===== src/rtl/mips_defs.sv =====
// Shared MIPS decode constants used by fetch, the fetch queue and control.
// Holds opcode/funct encodings, PC-source select codes and the control-transfer test.
package mips_defs;

  localparam logic [5:0] OP_RTYPE = 6'b000000;
  localparam logic [5:0] OP_BEQ   = 6'b000100;
  localparam logic [5:0] OP_BNE   = 6'b000101;
  localparam logic [5:0] OP_J     = 6'b000010;

  localparam logic [5:0] FUNCT_JR = 6'b001000;

  typedef enum logic [2:0] {
    PCSRC_ADD4 = 3'd0,
    PCSRC_JR   = 3'd1,
    PCSRC_BEQ  = 3'd2,
    PCSRC_BNE  = 3'd3,
    PCSRC_J    = 3'd4
  } pcsrc_e;

  function automatic logic is_ctrl_inst(input logic [31:0] inst);
    logic [5:0] opcode;
    logic [5:0] funct;
    opcode = inst[31:26];
    funct  = inst[5:0];
    return (opcode == OP_BEQ) || (opcode == OP_BNE) || (opcode == OP_J) ||
           ((opcode == OP_RTYPE) && (funct == FUNCT_JR));
  endfunction

endpackage


===== src/rtl/fetch_queue_if.sv =====
// Handshake bundle between fetch, the fetch queue and decode.
// slave = the queue itself, master = the fetch/decode environment driving it.
interface fetch_queue_if #(
  parameter int AW = 2
) ();

  logic        in_valid;
  logic        in_ready;
  logic [31:0] in_pc;
  logic [31:0] in_inst;
  logic        out_valid;
  logic        out_ready;
  logic [31:0] out_pc;
  logic [31:0] out_inst;
  logic        out_is_ctrl;
  logic [AW:0] count;

  modport slave (
    input  in_valid, in_pc, in_inst, out_ready,
    output in_ready, out_valid, out_pc, out_inst, out_is_ctrl, count
  );

  modport master (
    output in_valid, in_pc, in_inst, out_ready,
    input  in_ready, out_valid, out_pc, out_inst, out_is_ctrl, count
  );

endinterface


===== src/rtl/fetch_queue_ctrl_predecode.sv =====
// Combinational predecode: flags beq, bne, j and jr so control can spot
// control-transfer instructions without a full decode.
module ctrl_predecode
  import mips_defs::*;
(
  input  logic [31:0] i_inst,
  output logic        o_is_ctrl
);

  assign o_is_ctrl = is_ctrl_inst(i_inst);

endmodule


===== src/rtl/fetch_queue.sv =====
// In-order instruction buffer between fetch and decode with flush on redirect.
// Occupancy lives in r_count so full/empty never rely on pointer equality.
module fetch_queue
  import mips_defs::*;
#(
  parameter int DEPTH = 4,
  parameter int AW    = 2
) (
  input  logic              clk,
  input  logic              rst,
  input  logic              flush,
  fetch_queue_if.slave      bus
);

  localparam logic [AW:0]   FULL_CNT = (AW+1)'(DEPTH);
  localparam logic [AW-1:0] PTR_ONE  = AW'(1);
  localparam logic [AW:0]   CNT_ONE  = (AW+1)'(1);

  logic [31:0]   r_pc_mem   [DEPTH];
  logic [31:0]   r_inst_mem [DEPTH];
  logic          r_ctrl_mem [DEPTH];

  logic [AW-1:0] r_wptr;
  logic [AW-1:0] r_rptr;
  logic [AW:0]   r_count;

  logic          w_full;
  logic          w_empty;
  logic          w_push;
  logic          w_pop;
  logic          w_in_is_ctrl;

  ctrl_predecode u_predecode (
    .i_inst    (bus.in_inst),
    .o_is_ctrl (w_in_is_ctrl)
  );

  assign w_full  = (r_count == FULL_CNT);
  assign w_empty = (r_count == '0);

  // rst gates the write enable so a push colliding with reset leaves storage untouched
  assign w_push = bus.in_valid && !w_full && !flush && rst;
  assign w_pop  = !w_empty && bus.out_ready && !flush;

  always_ff @(posedge clk) begin
    if (!rst) begin
      r_wptr  <= '0;
      r_rptr  <= '0;
      r_count <= '0;
    end else if (flush) begin
      r_wptr  <= '0;
      r_rptr  <= '0;
      r_count <= '0;
    end else begin
      if (w_push) r_wptr <= r_wptr + PTR_ONE;
      if (w_pop)  r_rptr <= r_rptr + PTR_ONE;
      case ({w_push, w_pop})
        2'b10:   r_count <= r_count + CNT_ONE;
        2'b01:   r_count <= r_count - CNT_ONE;
        default: r_count <= r_count;
      endcase
    end
  end

  always_ff @(posedge clk) begin
    if (w_push) begin
      r_pc_mem[r_wptr]   <= bus.in_pc;
      r_inst_mem[r_wptr] <= bus.in_inst;
      r_ctrl_mem[r_wptr] <= w_in_is_ctrl;
    end
  end

  assign bus.in_ready    = !w_full;
  assign bus.out_valid   = !w_empty;
  assign bus.out_pc      = w_empty ? 32'h0 : r_pc_mem[r_rptr];
  assign bus.out_inst    = w_empty ? 32'h0 : r_inst_mem[r_rptr];
  assign bus.out_is_ctrl = w_empty ? 1'b0  : r_ctrl_mem[r_rptr];
  assign bus.count       = r_count;

endmodule

===== src/flat_wrapper.sv =====
// flat-port wrapper written by rule: the top's interface ports become plain ports
module fetch_queue_flat import mips_defs::*;
#(
  parameter int DEPTH = 4,
  parameter int AW    = 2
)
  (clk, rst, flush, bus_in_valid, bus_in_pc, bus_in_inst, bus_out_ready, bus_in_ready, bus_out_valid, bus_out_pc, bus_out_inst, bus_out_is_ctrl, bus_count);
  fetch_queue_if #(.AW(AW)) bus_i ();
  input  logic clk;
  input  logic rst;
  input  logic flush;
  input wire logic [$bits(bus_i.in_valid)-1:0] bus_in_valid;
  input wire logic [$bits(bus_i.in_pc)-1:0] bus_in_pc;
  input wire logic [$bits(bus_i.in_inst)-1:0] bus_in_inst;
  input wire logic [$bits(bus_i.out_ready)-1:0] bus_out_ready;
  output wire logic [$bits(bus_i.in_ready)-1:0] bus_in_ready;
  output wire logic [$bits(bus_i.out_valid)-1:0] bus_out_valid;
  output wire logic [$bits(bus_i.out_pc)-1:0] bus_out_pc;
  output wire logic [$bits(bus_i.out_inst)-1:0] bus_out_inst;
  output wire logic [$bits(bus_i.out_is_ctrl)-1:0] bus_out_is_ctrl;
  output wire logic [$bits(bus_i.count)-1:0] bus_count;
  assign bus_i.in_valid = bus_in_valid;
  assign bus_i.in_pc = bus_in_pc;
  assign bus_i.in_inst = bus_in_inst;
  assign bus_i.out_ready = bus_out_ready;
  assign bus_in_ready = bus_i.in_ready;
  assign bus_out_valid = bus_i.out_valid;
  assign bus_out_pc = bus_i.out_pc;
  assign bus_out_inst = bus_i.out_inst;
  assign bus_out_is_ctrl = bus_i.out_is_ctrl;
  assign bus_count = bus_i.count;
  fetch_queue #(.DEPTH(DEPTH), .AW(AW)) u_core (.clk(clk), .rst(rst), .flush(flush), .bus(bus_i));
endmodule

===== config.mk =====
export PLATFORM = sky130hd
export DESIGN_NAME = fetch_queue_flat
export DESIGN_NICKNAME = d
export VERILOG_FILES = /design/src/rtl/mips_defs.sv /design/src/rtl/fetch_queue_if.sv /design/src/rtl/fetch_queue_ctrl_predecode.sv /design/src/rtl/fetch_queue.sv /design/src/flat_wrapper.sv
export SDC_FILE = /design/constraint.sdc
export NUM_CORES = 1
export LEC_CHECK = 0
export CORE_ASPECT_RATIO = 1.2
export CORE_MARGIN = 2
export CORE_UTILIZATION = 33
export DETAILED_ROUTE_END_ITERATION = 7
export GPL_TIMING_DRIVEN = 0
export HOLD_SLACK_MARGIN = 0.02
export MAX_ROUTING_LAYER = met4
export PLACE_DENSITY = 0.59
export SETUP_SLACK_MARGIN = 0.02
export SYNTH_ARGS = -nofsm -noshare
export SYNTH_HDL_FRONTEND = slang
export SYNTH_SLANG_ARGS = --single-unit

===== constraint.sdc =====
create_clock -name clk -period 4.1 [get_ports clk]
set_input_delay 0.41 -clock clk [delete_from_list [all_inputs] [get_ports clk]]
set_output_delay 0.41 -clock clk [all_outputs]
set_load 0.01 [all_outputs]

==> results.yml, run 1 <==
logic_synthesis:
  synthesis.area_um2: 10300
  syn_nets: 547
  synth_edf_count: 260
  synth_seq_area_share: 0.773
  syn_inst: 472
  synth-async-reset-ratio: 0
  ys_warn_count: 0
  yosysMostFrequentCell: "edfxtp_1"
  ys_top_cells_by_count: "edfxtp_1 (260), and2_1 (69), mux4_2 (65)"
  synthFlopType: "edfxtp_1"
  ys_types: 24
  synth_area_leader_cell: "edfxtp_1"
  synth_top_area_share: 0.756
  synthTopCellsByArea: "edfxtp_1 (76%), mux4_2 (14%), and2_1 (4.2%)"
  ys_seq_elements: 269
  avgSynthCellArea_um2: 21.9
die:
  coreArea_um2: 30700
  fp.dieH_um: 198
  rows: 70
  die_x_um: 166
  fp.dieArea_um2: 32700
  initial_utilization: 0.337
  ioPinCount: 139
global_routing:
  grt_max_degree: 47
  grt_pass1_wl_um: 31700
  grtUsageTotal: 0.133
  grt_pass1_vias: 5556
  antenna_found_initial: 2
  grt-ovfl-total: 0
timing:
  setup_tns_ns: 0
  maxClockFrequency_ghz: 0.298
  hold_viol: 0
  drv_slew: 0
  worst_pin_slew_ns: 0.647
  skew_ns: 0.0240
  finalSetupViolCount: 0
  timing.final.crit_share: 0.819
  max_slew_margin: 0.569
  rsz0062_at_grt: "no"
  finalCriticalPeriod_ns: 3.36
pwr:
  power_density_nw_per_um2: 421
  switching_share: 0.193
  power_leakage_nw: 4.11
  pwr-share-comb: 0.036
  p_int_w: 0.00447
  ir_drop_v: 0.000211
  p_switching_w: 0.00107
  seqPwrFrac: 0.550
  clkPwrFrac: 0.414
  power_w: 0.00554
layout:
  syn_to_final_growth_pct: 27.4
  fin_cells: 1059
  drive_above_1_share: 0.189
  finish.net_count: 718
  utilization: 0.429
  fin_area_um2: 13200
detailed_routing:
  vias_per_cell: 4.72
  first_pass_iters: 4
  routed_wirelength_um: 21000
  routedWlPerCell_um: 19.9
  postRouteAntennaNets: 0
  dr_total_vias: 5003
  drcViolationCount: 0
  drt_iter0_drc: 241
cts:
  tritoncts: "done"
  post_cts_buffers: 0
  clk_pin_slew_worst_paths_ns: 0.06
  ctsHoldBuffers: 0
  clockBufferDepth: 3
  cts_root_buf: "clkbuf_16"
  clock_latency_ns: 0.54
  cts.sinks: 269
  cts_made_buffers: 27
  post_cts_resized: 0
  cts_max_level: 1
setup_path:
  critPathMaxFanout: 10
  arrival_ns: 2.95
  path_class: "reg2out"
  required_ns: 3.69
  end_kind: "output port"
  worstSetupStartpointType: "register"
placement:
  globalplace.congestion: 0.772
  placed_area_um2: 12300
  dp_hpwl_um: 13300
  place_inst: 1010
  port_buffers: 138
worst_hold_path:
  holdCritPathClass: "in2reg"
flow_run:
  drv_cap: 0
run_status:
  status: "complete, no violations"
worst paths after layout:
kind | from | end | slack [ns] | depth (start not counted)
hold reg to reg | u_core.r_rptr[1]$_SDFFE_PP0P_ | register | 0.53 | 2
setup / recovery | u_core.bus.count[1]$_SDFFE_PP0P_ | bus_out_pc[20] | 0.74 | 5
hold / removal | bus_in_pc[3] | u_core.r_pc_mem[1][3]$_DFFE_PP_ | 0.51 | 1
setup reg to reg | u_core.bus.count[2]$_SDFFE_PP0P_ | u_core.bus.count[2]$_SDFFE_PP0P_ | 1.63 | 9
layout by cell type, fill, tap and decap left out:
cell type        instances
edfxtp_1               260
clkdlybuf4s50_1        138
mux4_2                  65
and2_1                  65
clkbuf_16               27
clkbuf_1                16
dfxtp_1                  9
nor2_1                   8
inv_1                    8
buf_2                    7
buf_6                    6
clkbuf_8                 6
ha_1                     5
and2_4                   4
a21oi_1                  4
xor2_1                   4
buf_16                   4
or3_1                    3
o21ai_0                  3
diode_2                  2
nor3_1                   2
nand3_1                  2
clkinv_1                 2
clkinvlp_4               2
o31ai_1                  1
nor3b_1                  1
nand2b_1                 1
nor4b_1                  1
a211oi_1                 1
mux2_2                   1
o311ai_0                 1
fa_1                     1
inv_6                    1
inv_8                    1
clkinv_2                 1
cell families after synthesis:
group                      Yosys count  synth area share
AOI/OAI and AO/OA                   10           0.00569
xor gates and xnor gates             4           0.00339
adders and majority gates            6           0.00800
buffers and inverters               30            0.0161
DFF                                269             0.773
muxes                               66             0.143
and+or+nand+nor                     87            0.0506
routing by layer:
| metal | global-route usage | share of wire | wire, um |
|---|---|---|---|
| met5 | - | 0 | 0 |
| met3 | 0.0300 | 0.059 | 1240 |
| met2 | 0.231 | 0.52 | 10800 |
| met1 | 0.154 | 0.40 | 8520 |
| met4 | 0.0351 | 0.021 | 440 |
layout make-up:
class                      count  area [um^2]
fill                        2667        17500
clock inverter                 7         47.5
inverter                       8         30.0
antenna                        2         5.00
buffer                        22          136
clock buffer                  40          785
sequential                   269         7990
multi-input combinational    173         2180
timing repair buffer         142         1490
tap                          396          495
flip-flops by register name, summed over array words and instances, names as in the netlist, named ones only:
signal and count:
u_core.r_inst_mem 128, u_core.r_pc_mem 128, u_core.r_ctrl_mem 4, u_core.bus.count 3, u_core.r_rptr 2, u_core.r_wptr 2
critical path, stage by stage (launching register included):
cell and delay [ns]:
dfxtp_1 0.46, or3_1 0.24, clkbuf_1 0.44, clkbuf_1 0.47
and2_1 0.25, clkdlybuf4s50_1 0.55
per-stage QoR:
step,worst slack [ns],hold slack [ns]
floorplan,1.11,0.484
global placement,-0.787,0.494
detailed placement,1.17,0.526
CTS,0.567,0.472
global route,0.486,0.492
finish,0.743,0.506
power by group through the flow:
| stage | sequential (W) | clock (W) | combinational (W) |
|---|---|---|---|
| 6_report | 0.00305 | 0.00229 | 0.000201 |
| 5_1_grt | 0.00305 | 0.00248 | 0.000218 |
| 4_1_cts | 0.00305 | 0.00236 | 0.000206 |
| 3_5_place_dp | 0.00311 | 0 | 0.000205 |
| 3_3_place_gp | 0.00311 | 0 | 0.000193 |
| 2_1_floorplan | 0.00311 | 0 | 0.0000626 |
(Power assumes the default switching activity.)
==> run 2, diff against run 1 <==
Clock period 4.1 ns to 3.5 ns, I/O delays scaled along.
==> results.yml, run 2 (synthesis gave the netlist of run 1 again) <==
detailed_routing:
  postRouteAntennaNets: 0
  first_pass_iters: 4
  dr_total_vias: 4987
  routed_wirelength_um: 21000
  drcViolationCount: 0
  drt_iter0_drc: 238
  vias_per_cell: 4.71
  routedWlPerCell_um: 19.8
timing:
  holdWs_ns: 0.447
  drv_slew: 0
  hold_viol: 0
  finalCriticalPeriod_ns: 3.09
  rsz0062_at_grt: "no"
  worst_pin_slew_ns: 0.647
  finalSetupViolCount: 0
  maxClockFrequency_ghz: 0.323
  skew_ns: 0.0242
  max_slew_margin: 0.569
  timing.final.crit_share: 0.884
pwr:
  power_density_nw_per_um2: 493
  clkPwrFrac: 0.414
  pwr-share-comb: 0.036
  p_int_w: 0.00524
  switching_share: 0.192
  power_leakage_nw: 4.11
  ir_drop_v: 0.000247
  seqPwrFrac: 0.550
  p_switching_w: 0.00125
layout:
  fin_area_um2: 13200
  syn_to_final_growth_pct: 27.4
  reg_top3: "u_core.r_inst_mem: 128 flops, u_core.r_pc_mem: 128 flops, u_core.r_ctrl_mem: 4 flops"
  drive_above_1_share: 0.189
  final_common_cell: "edfxtp_1"
  finish.net_count: 717
  layout_common_cells: "edfxtp_1 (260), clkdlybuf4s50_1 (138), mux4_2 (65), and2_1 (65), clkbuf_16 (27)"
placement:
  globalplace.congestion: 0.772
  placed_area_um2: 12300
  port_buffers: 138
  dp_hpwl_um: 13300
setup_path:
  end_kind: "output port"
  arrival_ns: 2.74
  r2r-start: "u_core.bus.count[2]$_SDFFE_PP0P_"
  required_ns: 3.15
  crit_end: "bus_out_inst[29]"
  reg2reg_depth: 9
  r2r_end: "u_core.bus.count[2]$_SDFFE_PP0P_"
  r2r_setup_slack_ns: 1.03
  setup.worst_path.start: "u_core.bus.count[1]$_SDFFE_PP0P_"
  worstSetupStartpointType: "register"
  critPathMaxFanout: 12
  path_class: "reg2out"
cts:
  ctsHoldBuffers: 0
  clockBufferDepth: 3
  post_cts_buffers: 0
  cts_root_buf: "clkbuf_16"
  cts.sinks: 269
  cts_made_buffers: 27
  post_cts_resized: 0
  clock_latency_ns: 0.54
  cts_max_level: 1
  clk_pin_slew_worst_paths_ns: 0.06
  tritoncts: "done"
global_routing:
  grtUsageTotal: 0.133
  grt-ovfl-total: 0
  grt_max_degree: 47
  grt_pass1_vias: 5556
  antenna_found_initial: 3
  grt_pass1_wl_um: 31700
die:
  coreArea_um2: 30700
  die_x_um: 166
  fp.dieArea_um2: 32700
  rows: 70
  fp.dieH_um: 198
  initial_utilization: 0.337
  ioPinCount: 139
run_status:
  status: "complete, no violations"
flow_run:
  drv_cap: 0
worst_hold_path:
  holdCritPathClass: "in2reg"
run 2: worst max-delay path, cell delays in order (launching register included):
cell             delay (ns)
dfxtp_1                0.46
or3_1                  0.46
clkbuf_1               0.49
and2_1                 0.24
clkdlybuf4s50_1        0.54
run 2: worst min path at each step:
stage / from / to / slack [ns] / cells past startpoint
2_1_floorplan: bus_in_inst[0] / u_core.r_inst_mem[0][0]$_DFFE_PP_ / 0.45 / 0
3_3_place_gp: u_core.r_wptr[0]$_SDFFE_PP0P_ / u_core.r_wptr[0]$_SDFFE_PP0P_ / 0.49 / 2
3_5_place_dp: u_core.r_wptr[1]$_SDFFE_PP0P_ / u_core.r_wptr[1]$_SDFFE_PP0P_ / 0.53 / 2
4_1_cts: bus_in_pc[30] / u_core.r_pc_mem[0][30]$_DFFE_PP_ / 0.41 / 1
5_1_grt: bus_in_inst[14] / u_core.r_inst_mem[2][14]$_DFFE_PP_ / 0.43 / 1
6_report: bus_in_pc[3] / u_core.r_pc_mem[1][3]$_DFFE_PP_ / 0.45 / 1
run 2: power groups by stage:
stage	Combinational [W]	Clock, W	Sequential [W]
2_1_floorplan	0.0000733	0	0.00364
3_3_place_gp	0.000226	0	0.00364
3_5_place_dp	0.000240	0	0.00364
4_1_cts	0.000241	0.00277	0.00357
5_1_grt	0.000256	0.00290	0.00357
6_report	0.000235	0.00268	0.00357
run 2: layout make-up:
type                       count  area, um^2
tap                          396         495
fill                        2666       17500
multi-input combinational    173        2180
timing repair buffer         142        1490
antenna                        2        5.00
inverter                       8        30.0
clock inverter                 7        47.5
sequential                   269        7990
buffer                        21         133
clock buffer                  40         785
run 2: through the flow:
| step | total power, W | utilization | instances | setup WS (ns) | setup TNS [ns] |
|---|---|---|---|---|---|
| after global routing | 0.00673 | 0.429 | 1058 | 0.124 | 0 |
| after detailed placement | 0.00388 | 0.402 | 1010 | 0.634 | 0 |
| after CTS | 0.00658 | 0.429 | 1057 | 0.0267 | 0 |
| after floorplan | 0.00371 | - | 472 | 0.568 | 0 |
| final | 0.00649 | 0.429 | 1058 | 0.407 | 0 |
| after global placement | 0.00387 | 0.398 | 1006 | -1.33 | -342.64 |
run 2: layer usage:
layer	track usage	vias up	wire length, um
li1	-	2259	-
met1	0.154	2571	8510
met2	0.231	127	10800
met3	0.0300	30	1240
met4	0.0351	0	440
met5	-	-	0
